`src/rtl/motor_drive_sequencer_pkg.sv`:
```
// motor_drive_sequencer_pkg: command codes, FSM states, default timings and target helpers
package motor_drive_sequencer_pkg;
  typedef enum logic [2:0] {
    CMD_STOP, CMD_FWD, CMD_VEER_L, CMD_VEER_R,
    CMD_HARD_L, CMD_HARD_R, CMD_NINETY_L, CMD_NINETY_R
  } cmdT;
  typedef enum logic [2:0] {IDLE, DRIVE, DEAD, TURN_FAST, TURN_SLOW} stateT;
  localparam int DEF_DEBOUNCE_CYCLES = 50000;
  localparam int DEF_DEAD_CYCLES = 1000;
  localparam int DEF_NINETY_FAST_CYCLES = 2000000;
  localparam int DEF_NINETY_TIMEOUT_CYCLES = 20000000;
  localparam int DEF_CNT_W = 25;
  // {leftDir, rightDir} a command wants; STOP keeps whatever is current
  function automatic logic [1:0] targetDirs(input cmdT c, input logic [1:0] cur);
    return c == CMD_STOP ? cur : c == CMD_NINETY_L ? 2'b10 : c == CMD_NINETY_R ? 2'b01 : 2'b00;
  endfunction
  function automatic stateT targetState(input cmdT c);
    return c == CMD_STOP ? IDLE : (c == CMD_NINETY_L || c == CMD_NINETY_R) ? TURN_FAST : DRIVE;
  endfunction
endpackage

```
`src/rtl/motor_drive_sequencer_cmd_debouncer.sv`:
```
// motor_drive_sequencer_cmd_debouncer: accepts cmd once it has been stable for DEBOUNCE_CYCLES samples
module motor_drive_sequencer_cmd_debouncer
  import motor_drive_sequencer_pkg::*;
#(
  parameter int DEBOUNCE_CYCLES = DEF_DEBOUNCE_CYCLES
) (
  input  logic clk,
  input  logic rst,
  input  cmdT  cmd,
  output cmdT  activeCmd
);
  localparam int CW = $clog2(DEBOUNCE_CYCLES + 1);
  cmdT prevCmd;
  logic [CW-1:0] cnt, nextCnt;
  // counts consecutive identical samples, saturating at the threshold
  always_comb nextCnt = cmd != prevCmd ? CW'(1) : cnt == CW'(DEBOUNCE_CYCLES) ? cnt : cnt + 1'b1;
  always_ff @(posedge clk or posedge rst)
    if (rst) begin
      prevCmd <= CMD_STOP;
      cnt <= '0;
      activeCmd <= CMD_STOP;
    end else begin
      prevCmd <= cmd;
      cnt <= nextCnt;
      if (nextCnt == CW'(DEBOUNCE_CYCLES)) activeCmd <= cmd;
    end
endmodule

```
`src/rtl/motor_drive_sequencer.sv`:
```
// motor_drive_sequencer: steers shared PWM waveforms onto the H-bridges with dead time
// on direction reversals and a timed two-phase ninety-degree pivot
module motor_drive_sequencer
  import motor_drive_sequencer_pkg::*;
#(
  parameter int DEBOUNCE_CYCLES = DEF_DEBOUNCE_CYCLES,
  parameter int DEAD_CYCLES = DEF_DEAD_CYCLES,
  parameter int NINETY_FAST_CYCLES = DEF_NINETY_FAST_CYCLES,
  parameter int NINETY_TIMEOUT_CYCLES = DEF_NINETY_TIMEOUT_CYCLES,
  parameter int CNT_W = DEF_CNT_W
) (
  input  logic       clk,
  input  logic       rst,
  input  logic       fullSpeedPwm,
  input  logic       veerSpeedPwm,
  input  logic       hardSpeedPwm,
  input  logic       ninetySpeedPwm,
  input  logic       ninetyFastSpeedPwm,
  input  logic [2:0] cmd,
  input  logic       lineCentered,
  output logic       leftPwm,
  output logic       rightPwm,
  output logic       leftDir,
  output logic       rightDir,
  output logic       turning,
  output logic       turnFault
);
  cmdT activeCmd, curCmd, tgtCmd, nextCurCmd, nextTgtCmd;
  stateT state, nextState;
  logic [CNT_W-1:0] timer, nextTimer;
  logic [1:0] nextDirs;
  logic nextFault, nextLeftPwm, nextRightPwm;

  motor_drive_sequencer_cmd_debouncer #(.DEBOUNCE_CYCLES(DEBOUNCE_CYCLES)) debouncer (
    .clk(clk), .rst(rst), .cmd(cmdT'(cmd)), .activeCmd(activeCmd)
  );

  always_ff @(posedge clk or posedge rst)
    if (rst) begin
      state <= IDLE;
      curCmd <= CMD_STOP;
      tgtCmd <= CMD_STOP;
      timer <= '0;
      {leftDir, rightDir} <= 2'b00;
      turnFault <= 1'b0;
      turning <= 1'b0;
      leftPwm <= 1'b0;
      rightPwm <= 1'b0;
    end else begin
      state <= nextState;
      curCmd <= nextCurCmd;
      tgtCmd <= nextTgtCmd;
      timer <= nextTimer;
      {leftDir, rightDir} <= nextDirs;
      turnFault <= nextFault;
      turning <= nextState == TURN_FAST || nextState == TURN_SLOW;
      leftPwm <= nextLeftPwm;
      rightPwm <= nextRightPwm;
    end

  // the active command is re-evaluated every cycle in IDLE/DRIVE, so one latched during a pivot acts afterwards
  always_comb begin
    nextState = state;
    nextCurCmd = curCmd;
    nextTgtCmd = tgtCmd;
    nextDirs = {leftDir, rightDir};
    nextFault = turnFault;
    if (state == IDLE || state == DRIVE) begin
      if (targetDirs(activeCmd, {leftDir, rightDir}) == {leftDir, rightDir}) begin
        nextState = targetState(activeCmd);
        nextCurCmd = activeCmd;
      end else begin
        nextState = DEAD;
        nextTgtCmd = activeCmd;
      end
    end else if (state == DEAD && timer == '0) begin
      nextState = targetState(tgtCmd);
      nextCurCmd = tgtCmd;
      nextDirs = targetDirs(tgtCmd, {leftDir, rightDir});
    end else if (state == TURN_FAST && timer == '0) begin
      nextState = TURN_SLOW;
    end else if (state == TURN_SLOW && (lineCentered || timer == '0)) begin
      nextState = DEAD;
      nextTgtCmd = CMD_FWD;
      nextFault = turnFault | !lineCentered;
    end
    if (nextState == TURN_FAST && state != TURN_FAST) nextFault = 1'b0;
    nextTimer = timer != '0 ? timer - 1'b1 : timer;
    if (nextState != state)
      nextTimer = nextState == DEAD ? CNT_W'(DEAD_CYCLES - 1) :
                  nextState == TURN_FAST ? CNT_W'(NINETY_FAST_CYCLES - 1) :
                  nextState == TURN_SLOW ? CNT_W'(NINETY_TIMEOUT_CYCLES - 1) : '0;
  end

  always_comb begin
    nextLeftPwm = state == TURN_FAST ? ninetyFastSpeedPwm : state == TURN_SLOW ? ninetySpeedPwm :
                  state != DRIVE ? 1'b0 : curCmd == CMD_VEER_L ? veerSpeedPwm :
                  curCmd == CMD_HARD_L ? hardSpeedPwm : fullSpeedPwm;
    nextRightPwm = state == TURN_FAST ? ninetyFastSpeedPwm : state == TURN_SLOW ? ninetySpeedPwm :
                   state != DRIVE ? 1'b0 : curCmd == CMD_VEER_R ? veerSpeedPwm :
                   curCmd == CMD_HARD_R ? hardSpeedPwm : fullSpeedPwm;
  end
endmodule

```
`config.mk`:
```
export PLATFORM = sky130hd
export DESIGN_NAME = motor_drive_sequencer
export DESIGN_NICKNAME = d
export VERILOG_FILES = /design/src/rtl/motor_drive_sequencer_pkg.sv /design/src/rtl/motor_drive_sequencer_cmd_debouncer.sv /design/src/rtl/motor_drive_sequencer.sv
export SDC_FILE = /design/constraint.sdc
export NUM_CORES = 1
export LEC_CHECK = 0
export BUFFER_PORTS_ARGS = -buffer_cell sky130_fd_sc_hd__buf_2
export CORE_MARGIN = 5
export CORE_UTILIZATION = 35
export CTS_BUF_LIST = sky130_fd_sc_hd__clkbuf_2
export DETAILED_ROUTE_END_ITERATION = 7
export GPL_ROUTABILITY_DRIVEN = 0
export GPL_TIMING_DRIVEN = 0
export PLACE_DENSITY = 0.51
export SYNTH_ARGS = -nofsm -noshare
export SYNTH_HDL_FRONTEND = slang
export SYNTH_HIERARCHICAL = 1
export SYNTH_SLANG_ARGS = --single-unit
```
`constraint.sdc`:
```
create_clock -name clk -period 7.76 [get_ports clk]
set_input_delay 1.552 -clock clk [delete_from_list [all_inputs] [get_ports clk]]
set_output_delay 1.552 -clock clk [all_outputs]
set_load 0.03 [all_outputs]
```
# Word level (Yosys, flattened, before mapping)
# Cells that the tools add are included.
# word_totals
ff_bits	62
output_inout_bits	6
# op_classes
reduce_logical	23
n_bitwise	3
add_sub_neg	2
n_eq_ne	29
muxes	44
# ops
cell	count
25-bit 2-to-1 mux	5
3-bit 2-to-1 mux	12
16-bit equality test, second input constant	2
16-bit 2-to-1 mux	2
25-bit zero test	1
25-bit nonzero test	1
25-bit by 1-bit subtractor with 25-bit output, second input constant	1
3-bit equality test, second input constant	8
3-bit by 2-bit equality test with 1-bit output, second input constant	6
1-bit 2-to-1 mux	17
16-bit by 1-bit adder with 16-bit output, second input constant	1
2-bit 2-to-1 mux	8
3-bit zero test	3
2-bit by 1-bit != test with 1-bit output, second input constant	4
4-bit AND reduction	2
2-bit nonzero test	4
2-bit != test, second input constant	3
3-bit != test	2
1-bit logical OR	5
1-bit logical AND	4
3-bit by 1-bit equality test with 1-bit output, second input constant	1
3-bit by 1-bit != test with 1-bit output, second input constant	1
3-bit by 2-bit != test with 1-bit output, second input constant	1
3-bit AND reduction	1
other kinds (5)	6

# Logic depth before layout (Yosys ltp)
# depth
depth_word	12
ltp_mapped	11
depth_no_buf	9

# Cells and area by module
# Netlist, hierarchy kept.
# by_module_without_submodules
module	seq_area_each_um2	area_per_inst_um2	cells_per_inst	instances
motor_drive_sequencer	1001.0	2367.3	257	1
motor_drive_sequencer_cmd_debouncer	550.5	1281.2	132	1

# Worst setup path after synthesis
# OpenSTA, ideal clock, no wires.
# synth_path
path_type	input to register
startpoint	input port cmd[1]
endpoint	register debouncer.activeCmd[0]
setup_slack_ns	4.778
path_buffers	0
arrival_ns	2.854
cell_stages	6
required_ns	7.632
path_cell_list	xnor2_1 > nand3_1 > a211o_1 > nor4_2 > nand4_1 > mux2_1
# synth_between
elab_chain_len	3
# synth_rtl
item	line	source
start: declaration	motor_drive_sequencer.sv:19	input logic [2:0] cmd,
3-bit != test	motor_drive_sequencer_cmd_debouncer.sv:16	always_comb nextCnt = cmd != prevCmd ? CW'(1) : cnt == CW'(DEBOUNCE_CYCLES) ? cnt : cnt + 1'b1;
16-bit 2-to-1 mux	motor_drive_sequencer_cmd_debouncer.sv:16	
16-bit equality test	motor_drive_sequencer_cmd_debouncer.sv:25	if (nextCnt == CW'(DEBOUNCE_CYCLES)) activeCmd <= cmd;
end signal: assignment	motor_drive_sequencer_cmd_debouncer.sv:25	
end: declaration	motor_drive_sequencer_cmd_debouncer.sv:10	output cmdT activeCmd
# No other way between the ends.
# A chain may end at the register's enable or synchronous reset.

# Final worst setup path
# layout_path
startpoint	register timer[0]
endpoint	register timer[20]
# layout_between
elab_chain_len	12
word_cells_on_any_way	21
# layout_rtl
item	line	source
start: declaration	motor_drive_sequencer.sv:30	logic [CNT_W-1:0] timer, nextTimer;
start signal: assignment	motor_drive_sequencer.sv:53	timer <= nextTimer;
25-bit zero test	motor_drive_sequencer.sv:76, motor_drive_sequencer.sv:80, motor_drive_sequencer.sv:82	
1-bit logical OR	motor_drive_sequencer.sv:82	end else if (state == TURN_SLOW && (lineCentered || timer == '0)) begin
1-bit logical AND	motor_drive_sequencer.sv:82	
3-bit 2-to-1 mux	motor_drive_sequencer.sv:82	
3-bit 2-to-1 mux	motor_drive_sequencer.sv:80	end else if (state == TURN_FAST && timer == '0) begin
3-bit 2-to-1 mux	motor_drive_sequencer.sv:76	end else if (state == DEAD && timer == '0) begin
3-bit 2-to-1 mux	motor_drive_sequencer.sv:68	if (state == IDLE || state == DRIVE) begin
3-bit equality test	motor_drive_sequencer.sv:92	nextState == TURN_SLOW ? CNT_W'(NINETY_TIMEOUT_CYCLES - 1) : '0;
25-bit 2-to-1 mux	motor_drive_sequencer.sv:92	
25-bit 2-to-1 mux	motor_drive_sequencer.sv:91	nextState == TURN_FAST ? CNT_W'(NINETY_FAST_CYCLES - 1) :
25-bit 2-to-1 mux	motor_drive_sequencer.sv:90	nextTimer = nextState == DEAD ? CNT_W'(DEAD_CYCLES - 1) :
25-bit 2-to-1 mux	motor_drive_sequencer.sv:89	if (nextState != state)
# Parallel ways exist; a longest one is shown, timed or not. The select of a mux whose other input is x is not followed.

==> out/qor.txt <==
Total DRC errors in the routed layout: 0
Cts repair resizes: 0
Root Driver: clkbuf_2
Cell with the most instances after synthesis: dfrtp_1
Status: complete, no violations
Wire length of the first global-routing pass: 13.8 mm
Utilization after layout: 39.0%
Final count of hold timing violations: 0
Period utilisation layout: 40.0%
Total Nets Final: 430
Post-detail-place hpwl: 5.61 mm
Fraction of synthesis flops using an asynchronous set or reset pin: 100%
Yosys Warn Count: 6
Clock latency of the later-clocked register in the worst-skew pair: 0.49 ns
Number of filler cells placed in the layout: 1,041
Fmax: 322 MHz
Max Cap Viol: 0
Source of the worst register-to-register timing path: timer[0]
Critical path arrival: 3.51 ns
Max Transition Viols Final: 0
Top Ports: 17
Antenna violations before repair: 0
Post-CTS Setup Bufs: 0
Predominant post-synthesis flop cell: dfrtp_1
Post-synthesis instance total: 389
Per-instance average area after synthesis: 9.38 um2
Total instance count after detailed placement: 541
Share of final-layout standard cells stronger than drive strength 1: 15.0%
Yosys reg bits: 62
CTS tree: yes
Count of buffers from port buffering: 16
Vias after detailed routing: 2,859
Worst setup skew after layout: 0.0505 ns
Post-detailed-route via-to-cell ratio: 5.13
DIE AREA: 12,600 um2
Pin count of the biggest net entering global routing: 41
Initial cell density of the core: 35.7%
CTS buffer count: 9
Routed wire per std cell: 14.0 um
Time the final worst path needs with I/O delays and setup: 3.10 ns
Min setup slack post-route: 4.66 ns
Critical path fanouts, max: 10
Worst Hold Path Cells: 1
Hold path startpoint: turnFault
Number of distinct library cells after synthesis: 62
Worst Max-Slew Pin Slew: 0.829 ns
TNS Setup: 0 ns
CP Launch Type: flop
IR Drop Worst-Case VDD: 0.0623 mV
Standby leakage power: 1.59 nW
Clock tree buffer depth: 2
Overall fraction of global-route tracks in use: 13.3%
Number of enable flip-flop cells after synthesis: 0
Die Ht: 112 um
Worst setup path startpoint: timer[0]
CTS Hold Buffers Added: 0
Ratio of total power to cell area: 130 nW/um2
Overflow left after global routing: 0
Total inserted antenna cells: 0
Deepest level of the CTS H-tree: 3
Count of final setup violators: 0
Post-synthesis sequential area ratio: 42.5%
Number of placement rows: 37
Non-filler instance count after layout: 557
Core ar.: 10,200 um2
Width of the die: 112 um
Clock-pin transition on the worst setup and hold timing paths: 0.21 ns
Area of the mapped netlist: 3650 um2
Required time of the critical path: 8.16 ns
Antenna Violating Nets Remaining: 0
Routed Wire Length: 7.82 mm
Classification of the worst setup path: flop to flop
Type of the tightest min-delay check: flop to flop
Portion of synthesized cell area occupied by the leading cell type: 42.5%
Number of violations reported at the end of detailed-routing iteration 0: 97
Most common library cells after synthesis: 62 x dfrtp_1, 48 x nor2_1, 33 x nand2_1
Max-slew headroom: 44.7%
Leading area contributor after synthesis: dfrtp_1
TritonRoute pass-1 iters: 4
Number of global-route vias before repair: 2,822
Syn nets: 403
Worst slack after detailed placement: 4.28 ns
Area occupied by multi-input gates: 1960 um2
Dominant cells by area after synthesis: dfrtp_1 43%, xnor2_1 5.8%, nor2_1 4.9%
Depth of the worst register-to-register path: 9
RSZ-0062 raised after global routing: false
Sequential cell area: 1550 um2
TritonCTS sink count: 62
Area Overhead vs Synth: 9.29%
Kind of capture point of the worst setup path: flop
[layer usage]
metal | vias up | global-route usage, % | share of wire (%)
li1 | 1445 | - | -
met1 | 1355 | 18.2 | 49
met2 | 54 | 20.8 | 46
met3 | 5 | 3.67 | 3.9
met4 | 0 | 3.29 | 1.0
met5 | - | 0 | 0
[cells by family (layout without fill, tap and decap cells)]
| family | count (synthesis) | in the layout | share of synthesized area, % |
|---|---|---|---|
| buffers and inverters | 30 | 62 | 3.88 |
| AND/OR/NAND/NOR | 167 | 167 | 25.2 |
| flip-flops | 62 | 62 | 42.5 |
| multiplexers | 11 | 11 | 3.33 |
| adder cells (fa/ha/maj) | 3 | 3 | 1.03 |
| AO/OA/AOI/OAI | 74 | 74 | 14.0 |
| XOR/XNOR | 42 | 42 | 10.1 |
[worst max-delay path, stage by stage (launching register included)]
cell and delay, ns:
dfrtp_1 0.45, inv_1 0.11, ha_1 0.19, nor3b_2 0.31, nand2_1 0.19, or4b_1 0.56
buf_6 0.17, a311oi_2 0.42, mux2i_2 0.45, o2bb2ai_1 0.16
[where the power goes]
part / switching (W) / internal, W
sequential: 0.00000177 / 0.000325
combinational: 0.0000154 / 0.00000719
clock: 0.000126 / 0.0000422
[path summary, 6_finish.rpt]
path	end	slack, ns
max in group asynchronous	timer[23]	5.98
min	turnFault	0.55
max	timer[20]	4.66
max reg2reg	timer[20]	4.66
min reg2reg	turnFault	0.55
min in group asynchronous	leftDir	1.19
[stage by stage]
stage	power (W)	hold WS (ns)	instance area, um2
after floorplan	0.000348	0.509	3650
after global placement	0.000357	0.519	3900
after detailed placement	0.000357	0.527	3900
after CTS	0.000528	0.571	3990
after global routing	0.000547	0.581	3990
final	0.000518	0.546	3990
[sequential cells by signal, indices dropped and copies added (netlist names)]
signal / count
curCmd: 3
rightDir: 1
leftPwm: 1
debouncer/cnt: 16
tgtCmd: 3
leftDir: 1
timer: 25
debouncer/activeCmd: 3
turnFault: 1
turning: 1
state: 3
debouncer/prevCmd: 3
rightPwm: 1
[final cells by class]
cell class | instances | area share (%)
Multi-Input combinational cell | 297 | 49.0
Tap cell | 136 | 4.27
Sequential cell | 62 | 38.9
Clock inverter | 6 | 0.973
Timing Repair Buffer | 16 | 2.01
Inverter | 12 | 1.13
Clock buffer | 10 | 1.26
Buffer | 18 | 2.42
[layout by cell type, fill, tap and decap left out, drive strengths merged, types with 12 or more instances in the layout]
master,n
buf,24
clkbuf,20
dfrtp,62
inv,12
nand2,33
nand3,13
nor2,48
nor4,14
o21ai,25
xnor2,24
xor2,18
Note: power is estimated with default switching activity, not from simulation.
